===== config.mk =====
export PLATFORM = sky130hd
export DESIGN_NAME = instruction_fetch
export DESIGN_NICKNAME = d
export VERILOG_FILES = /design/src/rtl/rv_core_pkg.sv /design/src/rtl/fetch_fifo.sv /design/src/rtl/instruction_fetch.sv
export SDC_FILE = /design/constraint.sdc
export NUM_CORES = 1
export LEC_CHECK = 0
export ABC_AREA = 1
export BUFFER_PORTS_ARGS = -buffer_cell sky130_fd_sc_hd__buf_4
export CORE_MARGIN = 5
export CORE_UTILIZATION = 45
export CTS_BUF_LIST = sky130_fd_sc_hd__clkbuf_8
export DETAILED_ROUTE_END_ITERATION = 10
export PLACE_DENSITY = 0.73
export SLEW_MARGIN = 10
export SYNTH_ARGS = -nofsm -noshare
export SYNTH_HDL_FRONTEND = slang
export SYNTH_SLANG_ARGS = --single-unit

===== constraint.sdc =====
create_clock -name clk_i -period 4.5 [get_ports clk_i]
set_input_delay 0.45 -clock clk_i [delete_from_list [all_inputs] [get_ports clk_i]]
set_output_delay 0.45 -clock clk_i [all_outputs]
set_load 0.01 [all_outputs]

===== src/rtl/rv_core_pkg.sv =====
// Shared RV32I core definitions: widths, fetch state encoding, the fetch
// buffer entry layout and the default reset PC.
package rv_core_pkg;

  localparam int XLEN    = 32;
  localparam int INSTR_W = 32;

  localparam logic [XLEN-1:0] PC_STEP          = 32'd4;
  localparam logic [XLEN-1:0] RESET_PC_DEFAULT = 32'h0000_0000;

  // Fetch engine states: IDLE may issue, WAIT owns one live response,
  // DROP owns one response that a redirect made stale.
  typedef enum logic [1:0] {
    IDLE = 2'd0,
    WAIT = 2'd1,
    DROP = 2'd2
  } fetch_state_e;

  typedef struct packed {
    logic [XLEN-1:0]    pc;
    logic [INSTR_W-1:0] instr;
  } fetch_entry_t;

  // Instruction fetch addresses are always word aligned.
  function automatic logic [XLEN-1:0] word_align(input logic [XLEN-1:0] addr);
    return addr & ~XLEN'(3);
  endfunction

endpackage


===== src/rtl/fetch_fifo.sv =====
// Small synchronous FIFO of {pc, instr} entries between fetch and decode.
// Flush empties the buffer and overrides any push or pop in the same cycle.
module fetch_fifo
  import rv_core_pkg::*;
#(
  parameter  int DEPTH = 2,
  localparam int PTR_W = (DEPTH > 1) ? $clog2(DEPTH) : 1,
  localparam int CNT_W = $clog2(DEPTH + 1)
) (
  input  logic               clk_i,
  input  logic               rst_i,
  input  logic               i_push,
  input  fetch_entry_t       i_data,
  input  logic               i_pop,
  input  logic               i_flush,
  output logic               o_full,
  output logic               o_empty,
  output logic [CNT_W-1:0]   o_count,
  output fetch_entry_t       o_head
);

  fetch_entry_t     r_mem [DEPTH];
  logic [PTR_W-1:0] r_wr_ptr;
  logic [PTR_W-1:0] r_rd_ptr;
  logic [CNT_W-1:0] r_count;

  logic w_do_push;
  logic w_do_pop;

  assign o_full    = (r_count == CNT_W'(DEPTH));
  assign o_empty   = (r_count == '0);
  assign o_count   = r_count;
  // A push into a full buffer is legal only when the head leaves the same cycle.
  assign w_do_pop  = i_pop && !o_empty;
  assign w_do_push = i_push && (!o_full || w_do_pop);
  // Head reads zero when empty so stale storage never reaches decode.
  assign o_head    = o_empty ? '0 : r_mem[r_rd_ptr];

  // Pointer and occupancy bookkeeping.
  // NOTE: sequential state uses non-blocking assignments so every register
  // samples the pre-edge values, independent of block evaluation order.
  always_ff @(posedge clk_i) begin
    if (rst_i || i_flush) begin
      r_wr_ptr <= '0;
      r_rd_ptr <= '0;
      r_count  <= '0;
    end else begin
      if (w_do_push) r_wr_ptr <= r_wr_ptr + PTR_W'(1);
      if (w_do_pop)  r_rd_ptr <= r_rd_ptr + PTR_W'(1);
      if (w_do_push && !w_do_pop)      r_count <= r_count + CNT_W'(1);
      else if (w_do_pop && !w_do_push) r_count <= r_count - CNT_W'(1);
    end
  end

  // Entry storage write port.
  // NOTE: the storage array is deliberately not reset; occupancy is reset and
  // o_head masks empty slots, so clearing the data would only cost logic.
  always_ff @(posedge clk_i) begin
    if (w_do_push && !i_flush) r_mem[r_wr_ptr] <= i_data;
  end

endmodule


===== src/rtl/instruction_fetch.sv =====
// RV32I fetch stage: owns the fetch PC, issues single outstanding word reads
// over req/gnt/rvalid, buffers returned words with their PCs and hands them to
// decode over valid/ready. A redirect flushes the buffer and turns any
// in-flight response into one that is silently dropped.
module instruction_fetch
  import rv_core_pkg::*;
#(
  parameter logic [XLEN-1:0] RESET_PC   = RESET_PC_DEFAULT,
  parameter int              FIFO_DEPTH = 2
) (
  input  logic               clk_i,
  input  logic               rst_i,
  output logic               mem_req_o,
  output logic [XLEN-1:0]    mem_addr_o,
  input  logic               mem_gnt_i,
  input  logic               mem_rvalid_i,
  input  logic [INSTR_W-1:0] mem_rdata_i,
  input  logic               redirect_i,
  input  logic [XLEN-1:0]    redirect_pc_i,
  output logic               instr_valid_o,
  output logic [INSTR_W-1:0] instr_o,
  output logic [XLEN-1:0]    pc_o,
  input  logic               instr_ready_i
);

  localparam int CNT_W = $clog2(FIFO_DEPTH + 1);

  fetch_state_e    r_state;
  fetch_state_e    w_state_next;
  logic [XLEN-1:0] r_fetch_pc;
  logic [XLEN-1:0] w_fetch_pc_next;
  logic [XLEN-1:0] r_req_pc;
  logic [XLEN-1:0] w_req_pc_next;

  logic             w_outstanding;
  logic [CNT_W:0]   w_inflight;
  logic             w_issue_ok;
  logic             w_push;
  logic             w_pop;
  logic             w_full;
  logic             w_empty;
  logic [CNT_W-1:0] w_count;
  fetch_entry_t     w_push_entry;
  fetch_entry_t     w_head;

  // Buffered entries plus the one possibly in flight must never exceed the
  // buffer, which is what makes overflow impossible downstream.
  assign w_outstanding = (r_state != IDLE);
  assign w_inflight    = {1'b0, w_count} + (CNT_W + 1)'(w_outstanding);
  assign w_issue_ok    = !w_full && (w_inflight < (CNT_W + 1)'(FIFO_DEPTH));

  // Request depends only on registered state plus redirect_i, so it stays
  // stable while a grant is pending.
  assign mem_req_o     = (r_state == IDLE) && w_issue_ok && !redirect_i;
  assign mem_addr_o    = r_fetch_pc;

  assign w_push_entry  = '{pc: r_req_pc, instr: mem_rdata_i};
  assign w_pop         = instr_valid_o && instr_ready_i && !redirect_i;

  assign instr_valid_o = !w_empty;
  assign instr_o       = w_head.instr;
  assign pc_o          = w_head.pc;

  // Next-state, next-PC and push decision; redirect outranks everything.
  // NOTE: every combinational output gets a default first so no path leaves
  // a signal unassigned, which would otherwise infer a latch.
  always_comb begin
    w_state_next    = r_state;
    w_fetch_pc_next = r_fetch_pc;
    w_req_pc_next   = r_req_pc;
    w_push          = 1'b0;
    if (redirect_i) begin
      w_fetch_pc_next = word_align(redirect_pc_i);
      // A response still owed to us must be swallowed when it turns up.
      w_state_next    = (w_outstanding && !mem_rvalid_i) ? DROP : IDLE;
    end else begin
      unique case (r_state)
        IDLE: begin
          if (mem_req_o && mem_gnt_i) begin
            w_req_pc_next   = r_fetch_pc;
            w_fetch_pc_next = r_fetch_pc + PC_STEP;
            w_state_next    = WAIT;
          end
        end
        WAIT: begin
          if (mem_rvalid_i) begin
            w_push       = 1'b1;
            w_state_next = IDLE;
          end
        end
        DROP: begin
          if (mem_rvalid_i) w_state_next = IDLE;
        end
        default: w_state_next = IDLE;
      endcase
    end
  end

  // Fetch engine state, fetch PC and the PC of the outstanding request.
  always_ff @(posedge clk_i) begin
    if (rst_i) begin
      r_state    <= IDLE;
      r_fetch_pc <= RESET_PC;
      r_req_pc   <= '0;
    end else begin
      r_state    <= w_state_next;
      r_fetch_pc <= w_fetch_pc_next;
      r_req_pc   <= w_req_pc_next;
    end
  end

  fetch_fifo #(
    .DEPTH (FIFO_DEPTH)
  ) u_fifo (
    .clk_i   (clk_i),
    .rst_i   (rst_i),
    .i_push  (w_push),
    .i_data  (w_push_entry),
    .i_pop   (w_pop),
    .i_flush (redirect_i),
    .o_full  (w_full),
    .o_empty (w_empty),
    .o_count (w_count),
    .o_head  (w_head)
  );

endmodule


Yosys cells after proc, flatten, opt, wreduce, memory -nomap -nowiden
Memories as Yosys holds them, arrays and structs flattened. A register that Yosys moved wholly into a read port is not among the register bits.
Cells that the tools add are included.
Word-level totals
  output and inout port bits: 98
  memories kept: 1
  input bits: 70
  word-level logic and storage cells: 71
  bits in registers: 70
  memory bits (writable): 128
Cells by class
  reductions and logical operators: 32
  add/subtract/negate cells: 6
  $lt $le $gt $ge: 1
  multiplexer cells: 18
  bitwise operators: 1
  eq/ne operators: 5
Memories
  u_fifo.r_mem: words 2, bits a word 64, read ports 1, clocked after memory_dff 1, wr ports 1, RTL line fetch_fifo.sv:22  | fetch_entry_t r_mem [DEPTH];
Operators by type and width (count)
  $mux W32: 3
  $mux W64: 1
  $add A32 B3 Y32 const B: 1
  $logic_and A1 B1 Y1: 12
  $mux W2: 6
  $reduce_bool A2 Y1: 4
  $mux W1: 7
  $logic_not A1 Y1: 6
  $reduce_and A2 Y1: 3
  $eq A2 B2 Y1 const B: 2
  $logic_not A2 Y1: 2
  $pmux W2 S2: 1
  $reduce_or A2 Y1: 2
  $add A2 B1 Y3: 1
  $lt A3 B2 Y1 const B: 1
  $ne A3 B1 Y1 const B: 1
  $ne A3 B2 Y1 const B: 1
  $reduce_and A3 Y1: 1
  $add A1 B1 Y1 const B: 2
  $add A2 B1 Y2 const B: 1
  $eq A2 B1 Y1 const B: 1
  $logic_or A1 B1 Y1: 2
  $sub A2 B1 Y2 const B: 1
  $not A1 Y1: 1

Depth between registers and ports, before layout
  word-level depth: 11
  gate-level depth with buffers: 12
  mapped depth without buffers: 11

By module
From an unflattened synthesis, not the netlist that was laid out.
Second synthesis, totals
  cell total of the unflattened synthesis: 869
  area total of the unflattened synthesis: 8503.2 um2
By module, submodules not included
  fetch_fifo: sequential area each 3943.8 um2, cells each 381, area an instance 5238.8 um2, times used 1
  instruction_fetch: sequential area each 1241.2 um2, cells each 488, area an instance 3264.4 um2, times used 1

Worst setup path before layout
OpenSTA, ideal clock, no wires.
  path type: input port to flip-flop
  from: input redirect_i
  to: memory u_fifo.r_mem[1][0] (netlist name) (enable)
  buffers on the path: 1
  data required time: 4017 ps
  path slack: 646 ps
  arrival: 3371 ps
  cell stages on the path: 4
  setup time: 483 ps
  cells stage by stage: buf_6 nor2_1 nand2_1 nor2_1
Between the ends
  longest elaborated chain between the ends: 8
  elaborated cells on any way between the ends: 9
  classes of those cells: mux (3); reduce/logical (6)
Ends and longest elaborated chain
  start, declared: RTL line instruction_fetch.sv:18  | input logic redirect_i,
  $logic_not A1 Y1: RTL line fetch_fifo.sv:59, instruction_fetch.sv:58
  $logic_and A1 B1 Y1: RTL line instruction_fetch.sv:58  | assign w_pop = instr_valid_o && instr_ready_i && !redirect_i;
  $logic_and A1 B1 Y1: RTL line fetch_fifo.sv:34  | assign w_do_pop = i_pop && !o_empty;
  $logic_or A1 B1 Y1: RTL line fetch_fifo.sv:35  | assign w_do_push = i_push && (!o_full || w_do_pop);
  $logic_and A1 B1 Y1: RTL line fetch_fifo.sv:35
  $logic_and A1 B1 Y1 *: RTL line fetch_fifo.sv:59  | if (w_do_push && !i_flush) r_mem[r_wr_ptr] <= i_data;
  $mux W1 *: RTL line fetch_fifo.sv:59
  $mux W1 (implied by the code) *: RTL line fetch_fifo.sv:59
  end, declared: RTL line fetch_fifo.sv:22
Mark *: on every way between the ends. The rest lies on a longest branch, timed or not.

==> out/qor.txt <==
count of routing violations after the opening detailed-route iteration: 437
Setup Fix Bufs, Post-CTS: 0
DR vias: 6419
power density normalized to cell area: 346.8 mW/mm^2
total non-filler cell area in the finished layout: 0.009952 mm^2
minimum setup slack among reg-to-reg paths: 2240 ps
Post-Route Skew: 13.65 ps
Skew-Pair Late Insertion Delay: 450 ps
CP endpoint kind: output pin
standard cell with the maximum stage delay on the critical path: inv_2
starting utilization of the core area: 0.4563
worst hold endpoint: u_fifo.r_mem[1][3]$_DFFE_PP_
post-synth top area cell: edfxtp_1
Async S/R FF share, synth: 0
initial antenna violation count: 0
TritonCTS clock tree: done
most common cell in the synthesized netlist: nand2_1
fin worst setup slack: 1883 ps
count of buffers inserted at the top-level ports: 161
total I/O pin count: 168
CTS sink cnt: 191
aggregate global routing overflow: 0
die extent in y: 145.0 um
crit share post-route: 0.5816
Slew headroom: 0.3887
CP max stage delay: 510 ps
worst hold path depth: 1
cell seen most often among critical-path stages: buf_4
DRC violation count after routing: 0
setup repair after global routing missed its margin: no
width of the die: 145.0 um
final number of max-transition violations: 0
final setup violation count: 0
outcome: finished, final reports clean
R2R Path Start: r_state[0]$_SDFFE_PP0P_
number of global-route vias before repair: 6153
maximum number of buffers from clock root to sink: 2
first drt pass iteration count: 7
Cell Chain, Critical Path: inv_2 > buf_4 > nand2_1 > a21oi_1 > buf_4
Crit path arrival time: 2170 ps
type of the tightest min-delay check: in -> reg
portion of the post-synthesis area used by sequential elements: 0.6179
top achievable clock speed: 382.1 MHz
Post-CTS Hold Fix Bufs: 0
net total in the final layout: 1107
H-tree depth: 4
Worst Min Path Start: mem_rdata_i[3]
Yosys cell types: 33
row cnt: 49
worst vdd rail ir drop: 162.1 uV
Final Hold Viols: 0
DP Wirelength: 13.25 mm
Area contributors post-synth: edfxtp_1, dfxtp_1, nand2_1, a21oi_1, nor2_1
Floorplan Core Area: 0.01796 mm^2
Syn. warnings: 0
vias per std cell: 5.035
Post-Synthesis Mean Instance Area: 9.241 um^2
top-area cell type share of the netlist area: 0.4543
overall die area: 0.02101 mm^2
path depth of the worst reg2reg path: 13
synthesized cell area: 0.008197 mm^2
measured slew at the worst slew-check pin: 917.0 ps
type of the worst setup path: reg -> out
clock slew seen by the registers of the worst setup and hold paths: 100 ps
fraction of layout cells with a size suffix above 1: 0.2170
total area of multi-input combinational cells: 0.002624 mm^2
wire length of the first global-routing pass: 31.97 mm
Post-Place Worst Slack: 2160 ps
library cell used as clock root buffer: clkbuf_8
Post-Syn Instances: 887
kind of start point of the critical path: flop
Global Route Usage Sum: 0.1874
Detailed Route WL: 20.05 mm
Total Neg Setup Slack: 0 ps
cts bufs inserted: 17
cell types with the highest counts after synthesis: nand2_1, edfxtp_1, nor2_1
required arrival time at the worst endpoint: 4050 ps
Final Critical Period: 2617 ps
post-DR wirelength/cell: 15.73 um
largest net degree at the start of global routing: 64
sequential standard cell area: 0.005066 mm^2
maximum fanout along the worst path: 38
max_cap viols: 0
total of fill cells in the finished design: 1668
Post-synth EDFFs: 124
post-cts sizing count: 0
RR Endpoint: mem_addr_o[12]$_SDFFE_PP0P_
weighted congestion reported at the end of routability-driven placement: 0.9288
post-synthesis sequential element count: 191
flip-flop cell with the highest count after synthesis: edfxtp_1
Diodes inserted: 0
post-synthesis to final-layout area growth: 21.42%
instance area at placement: 0.009547 mm^2
remaining number of nets flagged by the antenna check after routing: 0
leakage power summed over all cells: 4.040 nW
-- critical path: cells and delay by family, from the launching register on --
family	cells	cell delay (ps)
buf+inv	3	1070
flops	1	340
compound gates	1	180
simple gates	1	90
-- cell families (layout without fill, tap and decap cells) --
group,Yosys count,after routing,synth area share
adder cells (fa/ha/maj),4,4,0.006106
other,1,4,0.0004575
XOR/XNOR,4,4,0.004275
buffers and inverters,121,277,0.06610
AND/OR/NAND/NOR,424,424,0.2103
AO/OA/AOI/OAI,142,142,0.09480
flip-flops,191,191,0.6179
-- cell usage in the layout, fill, tap and decap left out, types with 2 or more instances in the layout --
master,n
nand2_1,254
buf_4,169
edfxtp_1,124
nor2_1,94
a21oi_1,86
inv_1,73
dfxtp_1,66
nand3_1,44
o21ai_0,37
clkbuf_8,18
nor3_1,13
nor2_2,7
a31oi_1,6
nor2_4,5
a211oi_2,5
a22oi_1,5
ha_1,4
conb_1,4
clkinv_4,4
inv_6,4
inv_2,2
nand3_2,2
nand4_1,2
xnor2_1,2
xor2_1,2
o211ai_1,2
bufinv_16,2
-- layer usage --
metal | GRT usage | wire, um | vias up
met5 | 0 | 0 | -
met4 | 0.04096 | 153 | 0
met3 | 0.04553 | 1352 | 15
met2 | 0.3065 | 9465 | 192
met1 | 0.2551 | 9081 | 2992
li1 | - | - | 3220
-- where the power goes --
group	switching [mW]	total [mW]	internal [mW]
clock network	0.610	1.13	0.520
logic	0.198	0.340	0.142
registers	0.0499	1.98	1.93
total	0.858	3.45	2.59
-- how the worst max path moves through the flow --
| stage | startpoint | endpoint | slack, ps | cells past startpoint |
|---|---|---|---|---|
| 6_report | flop | instr_o[16] | 1880 | 5 |
| 5_1_grt | flop | instr_o[16] | 1670 | 5 |
| 4_1_cts | flop | instr_o[16] | 1780 | 5 |
| 3_5_place_dp | redirect_i | mem_addr_o[12]$_SDFFE_PP0P_ | 2160 | 11 |
| 3_3_place_gp | redirect_i | r_state[0]$_SDFFE_PP0P_ | 2160 | 9 |
| 2_1_floorplan | redirect_i | u_fifo.r_mem[1][0]$_DFFE_PP_ | 650 | 4 |
-- sequential cells by signal (all words and copies together) (netlist names), named ones only --
| signal | cells |
|---|---|
| mem_addr_o | 30 |
| r_req_pc | 30 |
| r_state | 2 |
| u_fifo.o_count | 2 |
| u_fifo.r_mem | 124 |
| u_fifo.r_rd_ptr | 1 |
| u_fifo.r_wr_ptr | 1 |
-- through the flow --
| stage | hold WS [ps] | util | total power [mW] | instances |
|---|---|---|---|---|
| floorplan | 420.3 | - | 2.206 | 890 |
| global placement | 432.9 | 0.5314 | 2.352 | 1243 |
| detailed placement | 439.7 | 0.5314 | 2.362 | 1243 |
| CTS | 142.2 | 0.5540 | 3.493 | 1275 |
| global route | 129.7 | 0.5540 | 3.619 | 1275 |
| finish | 178.2 | 0.5540 | 3.451 | 1275 |
-- area by class of cell --
class / instances / area share
inverters: 75 / 0.02829
repair buffers: 170 / 0.1295
multi-input cells: 578 / 0.2636
clock inverters: 14 / 0.01584
flip-flops and latches: 191 / 0.5091
clock buffers: 18 / 0.02489
well taps: 229 / 0.02879
(Power assumes the default switching activity.)
